File: src/rtl/keypad_pkg.sv
// keypad_pkg: shared sizes, FSM/frame-class enums and the frame classifier for the keypad scanner
package keypad_pkg;
  localparam int ROWS = 4;
  localparam int COLS = 4;
  localparam int KEY_W = $clog2(ROWS * COLS);
  typedef enum logic [1:0] {IDLE, CAND, PRESSED, REL} state_t;
  typedef enum logic [1:0] {NONE, ONE, MULTI} fclass_t;
  typedef struct packed {
    fclass_t cls;
    logic [KEY_W-1:0] code;
  } frame_t;
  function automatic frame_t classify(input logic [ROWS*COLS-1:0] hits);
    frame_t f;
    int n;
    n = 0;
    f.code = '0;
    for (int i = 0; i < ROWS * COLS; i++)
      if (hits[i]) begin
        n++;
        f.code = KEY_W'(i);
      end
    f.cls = n == 0 ? NONE : n == 1 ? ONE : MULTI;
    return f;
  endfunction
endpackage

File: src/rtl/keypad_if.sv
// keypad_if: keypad bus; master=scanner (en, cols in; rows, key_code, key_valid, key_held out), slave=environment
interface keypad_if;
  import keypad_pkg::*;
  logic en;
  logic [COLS-1:0] cols;
  logic [ROWS-1:0] rows;
  logic [KEY_W-1:0] key_code;
  logic key_valid;
  logic key_held;
  modport master(input en, cols, output rows, key_code, key_valid, key_held);
  modport slave(output en, cols, input rows, key_code, key_valid, key_held);
endinterface

File: src/rtl/scan_tick_gen.sv
// scan_tick_gen: one-cycle tick every DIV enabled clk cycles; ports clk, reset, en in, tick out
module scan_tick_gen #(
  parameter int DIV = 250000
) (
  input  logic clk,
  input  logic reset,
  input  logic en,
  output logic tick
);
  localparam int W = $clog2(DIV);
  logic [W-1:0] cnt;
  assign tick = en && cnt == W'(DIV - 1);
  always_ff @(posedge clk)
    if (reset) cnt <= '0;
    else if (en) cnt <= tick ? '0 : cnt + 1'b1;
endmodule

File: src/rtl/keypad_scanner.sv
// keypad_scanner: 4x4 keypad row scan + frame debounce; ports clk, reset, bus (keypad_if.master)
module keypad_scanner import keypad_pkg::*; #(
  parameter int SCAN_DIV = 250000,
  parameter int DEBOUNCE_FRAMES = 4
) (
  input logic      clk,
  input logic      reset,
  keypad_if.master bus
);
  localparam int CW = $clog2(DEBOUNCE_FRAMES + 1);
  localparam logic [CW-1:0] LAST = CW'(DEBOUNCE_FRAMES);
  localparam int RW = $clog2(ROWS);
  logic [COLS-1:0] s1, s2;
  logic tick, last_row, fdone, step, accept, drop;
  logic [RW-1:0] row_idx;
  logic [ROWS*COLS-1:0] acc, acc_n;
  frame_t frame;
  state_t state, state_n;
  logic [KEY_W-1:0] cand, cand_n, code, code_n;
  logic [CW-1:0] cnt, cnt_n;
  logic valid, valid_n, held, held_n;
  scan_tick_gen #(.DIV(SCAN_DIV)) u_tick (.clk(clk), .reset(reset), .en(bus.en), .tick(tick));
  assign last_row = tick && row_idx == RW'(ROWS - 1);
  assign step = fdone && bus.en;
  assign bus.rows = ~(ROWS'(1) << row_idx);
  assign bus.key_code = code;
  assign bus.key_valid = valid;
  assign bus.key_held = held;
  // accumulator holds active-high hits so a cleared accumulator means no key
  always_comb begin
    acc_n = acc;
    acc_n[row_idx*COLS +: COLS] = ~s2;
  end
  // fdone is held while en=0 so a frame finished just before a pause is acted on at resume
  always_ff @(posedge clk)
    if (reset) begin
      s1 <= '1;
      s2 <= '1;
      row_idx <= '0;
      acc <= '0;
      fdone <= 1'b0;
      frame <= '0;
    end else begin
      s1 <= bus.cols;
      s2 <= s1;
      if (bus.en) fdone <= last_row;
      if (tick) begin
        acc <= acc_n;
        row_idx <= row_idx + 1'b1;
      end
      if (last_row) frame <= classify(acc_n);
    end
  always_comb begin
    state_n = state;
    cand_n = cand;
    cnt_n = cnt;
    code_n = code;
    held_n = held;
    valid_n = 1'b0;
    accept = 1'b0;
    drop = 1'b0;
    if (step)
      case (state)
        IDLE:
          if (frame.cls == ONE) begin
            cand_n = frame.code;
            cnt_n = CW'(1);
            state_n = CAND;
            accept = DEBOUNCE_FRAMES == 1;
          end
        CAND:
          if (frame.cls != ONE) state_n = IDLE;
          else if (frame.code != cand) begin
            cand_n = frame.code;
            cnt_n = CW'(1);
          end else begin
            cnt_n = cnt + 1'b1;
            accept = cnt_n == LAST;
          end
        PRESSED:
          if (frame.cls == NONE) begin
            cnt_n = CW'(1);
            state_n = REL;
            drop = DEBOUNCE_FRAMES == 1;
          end
        REL:
          if (frame.cls != NONE) state_n = PRESSED;
          else begin
            cnt_n = cnt + 1'b1;
            drop = cnt_n == LAST;
          end
      endcase
    if (accept) begin
      state_n = PRESSED;
      code_n = cand_n;
      valid_n = 1'b1;
      held_n = 1'b1;
    end
    if (drop) begin
      state_n = IDLE;
      held_n = 1'b0;
    end
  end
  always_ff @(posedge clk)
    if (reset) begin
      state <= IDLE;
      cand <= '0;
      cnt <= '0;
      code <= '0;
      valid <= 1'b0;
      held <= 1'b0;
    end else begin
      state <= state_n;
      cand <= cand_n;
      cnt <= cnt_n;
      code <= code_n;
      valid <= valid_n;
      held <= held_n;
    end
endmodule
File: src/flat_wrapper.sv
// flat-port wrapper written by rule: the top's interface ports become plain ports
module keypad_scanner_flat import keypad_pkg::*;
#(
  parameter int SCAN_DIV = 250000,
  parameter int DEBOUNCE_FRAMES = 4
)
  (clk, reset, bus_en, bus_cols, bus_rows, bus_key_code, bus_key_valid, bus_key_held);
  keypad_if bus_i ();
  input logic clk;
  input logic reset;
  input wire logic [$bits(bus_i.en)-1:0] bus_en;
  input wire logic [$bits(bus_i.cols)-1:0] bus_cols;
  output wire logic [$bits(bus_i.rows)-1:0] bus_rows;
  output wire logic [$bits(bus_i.key_code)-1:0] bus_key_code;
  output wire logic [$bits(bus_i.key_valid)-1:0] bus_key_valid;
  output wire logic [$bits(bus_i.key_held)-1:0] bus_key_held;
  assign bus_i.en = bus_en;
  assign bus_i.cols = bus_cols;
  assign bus_rows = bus_i.rows;
  assign bus_key_code = bus_i.key_code;
  assign bus_key_valid = bus_i.key_valid;
  assign bus_key_held = bus_i.key_held;
  keypad_scanner #(.SCAN_DIV(SCAN_DIV), .DEBOUNCE_FRAMES(DEBOUNCE_FRAMES)) u_core (.clk(clk), .reset(reset), .bus(bus_i));
endmodule
File: config.mk
export PLATFORM = sky130hd
export DESIGN_NAME = keypad_scanner_flat
export DESIGN_NICKNAME = d
export VERILOG_FILES = /design/src/rtl/keypad_pkg.sv /design/src/rtl/keypad_if.sv /design/src/rtl/scan_tick_gen.sv /design/src/rtl/keypad_scanner.sv /design/src/flat_wrapper.sv
export SDC_FILE = /design/constraint.sdc
export NUM_CORES = 1
export LEC_CHECK = 0
export ABC_AREA = 1
export BUFFER_PORTS_ARGS = -buffer_cell sky130_fd_sc_hd__clkbuf_2
export CORE_MARGIN = 1
export CORE_UTILIZATION = 45
export DETAILED_ROUTE_END_ITERATION = 6
export GPL_TIMING_DRIVEN = 0
export PLACE_DENSITY = 0.63
export SLEW_MARGIN = 20
export SYNTH_ARGS = -nofsm -noshare
export SYNTH_HDL_FRONTEND = slang
export SYNTH_SLANG_ARGS = --single-unit
File: constraint.sdc
create_clock -name clk -period 21.8 [get_ports clk]
set_input_delay 4.36 -clock clk [delete_from_list [all_inputs] [get_ports clk]]
set_output_delay 4.36 -clock clk [all_outputs]
set_load 0.03 [all_outputs]
==> key figures <==
Synth
  – Mapped Nets: 824
  – Netlist cell types: 42
  – Top FF cell, synth: dfxtp_1
  – Post-synthesis sequential area ratio: 0.258
  – Async set-reset flop share out of synthesis: 0
  – Syn Area/Cell: 6.43 sq um
  – Number of synthesized flops with an enable pin: 0
  – Warnings from Yosys: 0
  – Post-Synthesis Cells: ~800
  – Synth Register Bits: 66
  – Post-Synthesis Cell Area: 5120 sq um

Power and ir drop
  – VDD IR max: 0.0425 mV
  – PD cells: 50.8 nW/um^2
  – Total power: between 0.2 and 0.3 mW
  – Leak: 2.56 nW

Die
  – Die span in x: 109 microns
  – Effective utilization at floorplan: 0.468
  – Die area: 11800 sq um
  – # IOs: 17
  – Die height: 109 microns
  – FP Rows: 38
  – Std-Cell Core Area: ~11000 sq um

CTS
  – Clock Pin Slew Worst Setup and Hold Paths: 0.06 ns
  – Max Root-Sink Buffers: 2
  – CTS Sinks: 66
  – CTS tree: built
  – CTS H-Tree Depth: 3
  – Post-CTS Hold Buffers: 0
  – # resized after CTS: 0
  – CTS buffer count: 9
  – Root buffer cell: clkbuf_16
  – Postcts setup bufs: 0
  – Clock Latency Late Sink: 0.32 ns

Critical path
  – Most frequent CP cell: nand2_1
  – Startpoint types: flip-flop
  – Crit. End Element: flip-flop
  – CP peak stage delay: 0.41 ns
  – R2R depth: approximately 60
  – Critical Path AT: 9.86 ns
  – Critical path's slowest cell: ha_1
  – Setup Crit Path Kind: flip-flop to flip-flop
  – CP Data Required Time: 22.05 ns
  – Crit path max fanout: 9

Timing
  – Worst Max-Slew Pin Slew: 0.802 ns
  – Worst clock skew: 0.00520 ns
  – Setup Viol. Count Final: 0
  – Max Clk Rate: 104 MHz
  – Final slew viol count: 0
  – RSZ-0062 raised after global routing: no
  – Slew Limit Headroom: 0.461
  – PnR worst setup slack: around 12 ns
  – Fin Hold WS: 0.408 ns
  – Fin crit share: 0.441
  – Final Hold Fails: 0
  – Final worst path period need: about 9.6 ns
  – Total Negative Setup Slacks: 0 ns

Drt
  – Post-route antenna net violation count: 0
  – WL/cell: 11.4 microns
  – DR pass1 iterations: 4
  – Residual DRC: 0
  – Vias per cell: 5.08
  – WL final: 11000 microns
  – Via Count: 4907
  – First DRT Iteration DRCs: around 240

GRT
  – Largest net degree at the start of global routing: 12
  – Grt ovf: 0
  – Number of global-route vias before repair: 4701
  – Global-route wire length before repair: 19400 microns
  – Tot GR Track Use: 0.201
  – Initial antenna violation count: 0

Flow run
  – Maxcap violations: 0

Placed design
  – Placer Congestion: roughly 0.84
  – Placed Instances: 950
  – PortBufs: 14
  – HPWL Detailed: 8740 microns
  – Place WS: 12.22 ns

Final layout
  – Fin cells: around 970
  – Layout Area Growth over Synthesis: 10.7%
  – Layout cells sized above 1: 0.187
  – Diode count: 0
  – Nets: 849

Run status
  – Status: completed

Min path
  – Hold WC Path Type: flip-flop to flip-flop
  – Worst hold path depth: 1
## metal layers
layer	up-vias	track usage	share of wire
met2	63	0.365	0.47
met1	2215	0.245	0.49
li1	2621	-	-
met5	-	0	0
met3	8	0.0293	0.032
met4	0	0.0560	0.0063
## cells in the final DEF (no fill, tap or decap), drive strengths merged
master / count
a41oi: 1
or2: 15
a211oi: 2
clkinv: 5
a31oi: 6
ha: 21
buf: 3
dfxtp: 66
o22ai: 7
o21a: 4
or3b: 1
nand3: 83
inv: 122
o31ai: 1
nor2: 106
a21oi: 47
xor2: 6
nor4: 4
o21ai: 45
nand2: 203
a221oi: 1
nor3b: 1
nand4: 11
nor3: 14
nand3b: 8
clkinvlp: 2
bufinv: 1
clkbuf: 35
mux2i: 4
## power breakdown
part	internal, mW	switching [mW]
clock network	0.0904	0.0515
registers	0.122	0.000544
logic	0.00789	0.0155
## worst paths after layout
kind                          start              end  slack (ns)
setup / recovery  u_core.row_idx[0]  u_core.frame[4]       12.18
hold / removal         u_core.s1[1]     u_core.s2[1]        0.41
setup reg to reg  u_core.row_idx[0]  u_core.frame[4]       12.18
hold reg to reg        u_core.s1[1]     u_core.s2[1]        0.41
## cell families (layout without fill, tap and decap cells)
family	Yosys count	in the layout	synth area share
fa+ha+maj	21	21	0.0514
buf+inv	139	168	0.104
compound gates	114	114	0.128
simple gates	446	446	0.441
flops	66	66	0.258
mux	4	4	0.00783
xor+xnor	6	6	0.0103
## sequential cells by signal (all words and copies together), names as in the netlist, 2 cells and up
name,flops
u_core.acc,16
u_core.bus.key_code,4
u_core.cand,4
u_core.cnt,3
u_core.frame,6
u_core.row_idx,2
u_core.s1,4
u_core.s2,4
u_core.state,2
u_core.u_tick.cnt,18
## through the flow
stage          cell area [sq um]   util
2_1_floorplan               5120      -
4_1_cts                     5660  0.518
6_report                    5660  0.518
5_1_grt                     5660  0.518
3_3_place_gp                5360  0.490
3_5_place_dp                5370  0.491
## cell usage after synthesis (4+ instances only)
master | number | area share
a31oi_1 | 6 | 0.0073
inv_2 | 6 | 0.0044
nand3_1 | 54 | 0.053
dfxtp_1 | 66 | 0.26
nor3_1 | 14 | 0.014
nand2_2 | 46 | 0.056
nand2_1 | 152 | 0.11
or2_2 | 14 | 0.017
nor2_2 | 10 | 0.012
nand3_2 | 29 | 0.057
a21oi_1 | 45 | 0.044
xor2_1 | 6 | 0.010
o21ai_0 | 40 | 0.039
clkbuf_1 | 11 | 0.0081
ha_1 | 21 | 0.051
o21a_1 | 4 | 0.0059
mux2i_1 | 4 | 0.0078
inv_1 | 115 | 0.084
nor2_1 | 94 | 0.069
nand4_1 | 11 | 0.013
nor4_1 | 4 | 0.0049
o22ai_1 | 4 | 0.0049
nand3b_1 | 8 | 0.012
nand2_4 | 5 | 0.011
## final cells by class
| type | instances | area (sq um) |
|---|---|---|
| tap | 140 | 175 |
| fill | 1094 | 5270 |
| inverter | 125 | 472 |
| sequential | 66 | 1320 |
| timing repair buffer | 14 | 70.1 |
| clock buffer | 10 | 239 |
| clock inverter | 5 | 55.1 |
| buffer | 14 | 58.8 |
| multi-input combinational | 591 | 3270 |
## worst max-delay path: cells and delay by family, from the launching register on
kind	cells	cell delay [ns]
flip-flops	1	0.35
buffers and inverters	8	0.71
AO/OA/AOI/OAI	3	0.59
AND/OR/NAND/NOR	35	3.54
adder cells (fa/ha/maj)	15	4.37
No activity file was read; power rests on OpenSTA's default activity.
